<file path="config.mk">
export PLATFORM = sky130hd
export DESIGN_NAME = pc_sequencer
export DESIGN_NICKNAME = d
export VERILOG_FILES = /design/src/rtl/pc_sequencer.sv
export SDC_FILE = /design/constraint.sdc
export NUM_CORES = 1
export LEC_CHECK = 0
export BUFFER_PORTS_ARGS = -buffer_cell sky130_fd_sc_hd__buf_2
export CELL_PAD_IN_SITES_DETAIL_PLACEMENT = 0
export CELL_PAD_IN_SITES_GLOBAL_PLACEMENT = 1
export CORE_MARGIN = 5
export CORE_UTILIZATION = 45
export DETAILED_ROUTE_END_ITERATION = 10
export PLACE_DENSITY = 0.86
export SETUP_SLACK_MARGIN = 0.2
export SYNTH_ARGS = -nofsm -noshare
export SYNTH_HDL_FRONTEND = slang
export SYNTH_SLANG_ARGS = --single-unit
</file>
<file path="constraint.sdc">
create_clock -name CLK -period 2.55 [get_ports CLK]
set_clock_uncertainty 0.1 [all_clocks]
set_input_delay 0 -clock CLK [delete_from_list [all_inputs] [get_ports CLK]]
set_output_delay 0 -clock CLK [all_outputs]
set_load 0.01 [all_outputs]
</file>
<file path="src/rtl/pc_sequencer.sv">
// Program counter and hardware return stack for the 5401 core.
// Commands are captured on PH1 and executed on the next PH2; both phases are enables on CLK.
module pc_sequencer #(
  parameter int PC_WIDTH    = 11,
  parameter int STACK_DEPTH = 4
) (
  input  logic                                   CLK,
  input  logic                                   RST,
  input  logic                                   PH1,
  input  logic                                   PH2,
  input  logic [1:0]                             OP,
  input  logic                                   HOLD,
  input  logic [PC_WIDTH-1:0]                    TARGET,
  output logic [PC_WIDTH-1:0]                    PC,
  output logic [$clog2(STACK_DEPTH+1)-1:0]       SP,
  output logic                                   OVF,
  output logic                                   UNF
);

  localparam int SP_WIDTH = $clog2(STACK_DEPTH + 1);
  localparam logic [SP_WIDTH-1:0] SP_FULL = SP_WIDTH'(STACK_DEPTH);

  typedef enum logic [1:0] {
    OP_INC  = 2'b00,
    OP_JMP  = 2'b01,
    OP_CALL = 2'b10,
    OP_RET  = 2'b11
  } op_e;

  // Captured command (PH1)
  op_e                 op_q;
  logic                hold_q;
  logic [PC_WIDTH-1:0] target_q;

  // Architectural state
  logic [PC_WIDTH-1:0] pc_q, pc_next;
  logic [SP_WIDTH-1:0] sp_q, sp_next;
  logic [PC_WIDTH-1:0] stack_q    [STACK_DEPTH];
  logic [PC_WIDTH-1:0] stack_next [STACK_DEPTH];
  logic                ovf_q, ovf_next;
  logic                unf_q, unf_next;

  logic [PC_WIDTH-1:0] pc_inc;
  logic [PC_WIDTH-1:0] top_entry;

  assign pc_inc = pc_q + PC_WIDTH'(1);

  // Slot selection by comparison keeps every array index a loop constant.
  always_comb begin
    top_entry = '0;
    for (int i = 0; i < STACK_DEPTH; i++) begin
      if (sp_q == SP_WIDTH'(i + 1)) top_entry = stack_q[i];
    end
  end

  // NOTE: every always_comb output gets a default first so no path can infer a latch.
  always_comb begin
    pc_next    = pc_q;
    sp_next    = sp_q;
    stack_next = stack_q;
    ovf_next   = ovf_q;
    unf_next   = unf_q;

    if (PH2 && !hold_q) begin
      unique case (op_q)
        OP_INC: pc_next = pc_inc;
        OP_JMP: pc_next = target_q;
        OP_CALL: begin
          pc_next = target_q;
          if (sp_q == SP_FULL) begin
            // Full: the oldest return address falls off the bottom.
            for (int i = 0; i < STACK_DEPTH - 1; i++) stack_next[i] = stack_q[i + 1];
            stack_next[STACK_DEPTH-1] = pc_inc;
            ovf_next = 1'b1;
          end else begin
            for (int i = 0; i < STACK_DEPTH; i++) begin
              if (sp_q == SP_WIDTH'(i)) stack_next[i] = pc_inc;
            end
            sp_next = sp_q + SP_WIDTH'(1);
          end
        end
        OP_RET: begin
          if (sp_q == '0) begin
            pc_next  = '0;
            unf_next = 1'b1;
          end else begin
            pc_next = top_entry;
            sp_next = sp_q - SP_WIDTH'(1);
          end
        end
        default: pc_next = pc_q;
      endcase
    end
  end

  // NOTE: the stack is a handful of flops, so it is reset along with everything else.
  always_ff @(posedge CLK) begin
    if (RST) begin
      op_q     <= OP_INC;
      hold_q   <= 1'b0;
      target_q <= '0;
      pc_q     <= '0;
      sp_q     <= '0;
      ovf_q    <= 1'b0;
      unf_q    <= 1'b0;
      for (int i = 0; i < STACK_DEPTH; i++) stack_q[i] <= '0;
    end else begin
      if (PH1) begin
        op_q     <= op_e'(OP);
        hold_q   <= HOLD;
        target_q <= TARGET;
      end
      pc_q    <= pc_next;
      sp_q    <= sp_next;
      stack_q <= stack_next;
      ovf_q   <= ovf_next;
      unf_q   <= unf_next;
    end
  end

  assign PC  = pc_q;
  assign SP  = sp_q;
  assign OVF = ovf_q;
  assign UNF = unf_q;

endmodule

</file>
==> summary.md <==
| Metric | Value |
|---|---|
| Max Freq | `0.455 GHz` |
| Tightest Pin Transition | `0.535 ns` |
| GP Congestion | `0.876` |
| Die height | `104 um` |
| Final setup violation count | `0` |
| Slack of the critical path | `0.350 ns` |
| Mapped Area | `3940 um^2` |
| CTS clock-pin slew for the worst setup and hold paths | `0.09 ns` |
| Placement Setup Slack | `0.292 ns` |
| Power Dens Cells | `589 nW/um^2` |
| Netlist cell types | `49` |
| Crit end category | `register` |
| Routed via count | `3626` |
| Area after DPL | `4210 um^2` |
| Drt pass-1 iters | `5` |
| N_diodes | `0` |
| Setup Buffers After CTS | `0` |
| Fin. max-slew vios | `0` |
| Commonest non-fill, non-tap cells in the layout | `74 x dfxtp_1, 67 x nor2_1, 59 x nand2_1, 33 x buf_2, 27 x a21oi_1` |
| Core Area | `8640 um^2` |
| Area growth syn-to-layout | `17.0%` |
| First-pass GRT wire length | `17.5 mm` |
| EDFF count, synth | `0` |
| Number of CTS-inserted buffers | `9` |
| FFs w/ async S/R, synth | `0%` |
| Clock Path Buffers | `2` |
| I/O pin cnt | `34` |
| Critical Path RT | `2.70 ns` |
| Flops & latches, synth | `74` |
| Status | `completed` |
| RSZ-0062 raised after global routing | `false` |
| Average cell area after synthesis | `8.14 um^2` |
| Endpoints failing hold | `0` |
| TritonCTS clock tree | `yes` |
| Detailed Route Iter0 Violations | `215` |
| All-Layer GR Usage | `19.5%` |
| CP max FO | `5` |
| Full die area | `10700 um^2` |
| Slew headroom | `63.9%` |
| PortBufs | `33` |
| Min-Delay Path Depth | `3` |
| Post-Synthesis Cells | `484` |
| Clk Latency, worst-skew pair | `0.35 ns` |
| FP Rows | `34` |
| Startpoint Class | `register` |
| Drt total wl | `10.4 mm` |
| Clk sinks | `74` |
| Layout filler cell count | `823` |
| Tcrit/Tclk final | `86.3%` |
| Max-cap violations | `0` |
| Setup TNS Final | `0 ns` |
| Min-Delay Path Class | `input pin to register` |
| Reg2Reg Depth | `6` |
| Yosys Warn Count | `0` |
| Leak pwr | `1.81 nW` |
| Final HPWL DP | `7.52 mm` |
| DIE WIDTH | `104 um` |
| Vias in the first global route | `3585` |
| Commonest non-fill, non-tap cell in the layout | `dfxtp_1` |
| Register area share after synthesis | `37.6%` |
| Avg WL per Cell | `16.5 um` |
| DRT antenna net count | `0` |
| CP arrival | `2.35 ns` |
| H-tree depth | `3` |
| Antenna violations before repair | `0` |
| Final instance area | `4610 um^2` |
| Root buffer cell | `clkbuf_8` |
| Mapped Nets | `512` |
| Main synth FF type | `dfxtp_1` |
| # DRC | `0` |
| Min Tclk post-route | `2.20 ns` |
| Hold Slack | `0.0531 ns` |
| Final Util | `53.3%` |
| Average vias per placed instance | `5.73` |
| Starting Density | `45.6%` |
| Maximum VDD drop | `0.437 mV` |
| Setup CP Type | `register to register` |
| Global route overflow | `0` |
| Share of layout cells above drive strength 1 | `16.2%` |
| Net count, final | `548` |
| Largest net degree at the start of global routing | `53` |
## worst max-delay path, stage by stage (launching register included)
cell	delay (ns)
dfxtp_1	0.42
ha_1	0.30
inv_1	0.13
or4_4	0.56
xnor2_2	0.19
nor2_2	0.10
o41ai_2	0.31
## registers in the layout, indices dropped and copies added, names as in the netlist
name	count
OVF	1
SP	3
op_q	2
target_q	11
stack_q	44
PC	11
hold_q	1
UNF	1
## Yosys cell counts (all sizes together), types with 3 or more instances
cell type,instances,area (um^2)
a211oi,14,118
a21oi,27,135
a221oi,3,26.3
a22oi,4,30.0
a31oi,8,50.1
and2,6,37.5
and3,3,18.8
buf,12,65.1
clkbuf,29,109
dfxtp,74,1480
ha,10,125
inv,11,41.3
mux2i,20,200
nand2,60,225
nand2b,5,31.3
nand3,17,90.1
nand3b,20,150
nand4,3,18.8
nor2,69,264
nor2b,3,18.8
nor3,6,30.0
nor4,3,18.8
o211ai,10,85.1
o21ai,16,80.1
o41ai,18,180
xnor2,9,86.3
xor2,3,26.3
## per-layer routing
metal,global-route usage (%),vias up,share of wire (%)
li1,-,1809,-
met1,25.0,1726,46
met2,33.1,80,49
met3,4.73,11,3.7
met4,4.78,0,1.4
met5,0,-,0
## report_power, final
part / leakage [nW] / internal (mW) / switching, mW
clock network: 0.120 / 0.659 / 0.485
registers: 0.601 / 1.19 / 0.0359
logic: 1.09 / 0.136 / 0.209
total: 1.81 / 1.98 / 0.730
## layout make-up
cell class | instances | area (um^2) | area share (%)
timing repair buffer | 66 | 448 | 9.72
inverter | 11 | 41.3 | 0.896
clock buffer | 9 | 124 | 2.69
sequential | 74 | 1480 | 32.2
tap | 108 | 135 | 2.93
multi-input combinational | 358 | 2250 | 48.9
clock inverter | 7 | 124 | 2.69
## cell families (layout without fill, tap and decap cells)
family	after synthesis	after routing	share of synthesized area, %
DFF	74	74	37.6
muxes	22	22	5.66
xor gates and xnor gates	12	12	2.86
and+or+nand+nor	202	202	24.5
adders and majority gates	10	10	3.18
AOI/OAI and AO/OA	112	112	20.7
buffers and inverters	52	93	5.47
## path summary, 6_finish.rpt
path,from,to,slack [ns]
setup / recovery,PC[1]$_SDFFE_PP0P_,stack_q[21]$_SDFFE_PP0P_,0.35
hold / removal,PH1,target_q[4]$_SDFFE_PP0P_,0.05
setup reg to reg,PC[1]$_SDFFE_PP0P_,stack_q[21]$_SDFFE_PP0P_,0.35
hold reg to reg,stack_q[37]$_SDFFE_PP0P_,stack_q[37]$_SDFFE_PP0P_,0.35
## through the flow
step,std cells,total power [mW]
after detailed placement,603,1.58
after global placement,603,1.57
after floorplan,484,1.47
final,633,2.71
after global routing,633,2.83
after CTS,633,2.73
## what timing repair did
action | 4_1_cts | 5_1_grt
hold buffers | 14 | 0
setup endpoints to repair | 0 | 42
resized for setup | 0 | 4
endpoints found under the hold margin | 14 | 0
Power figures use the tool's default switching activity.
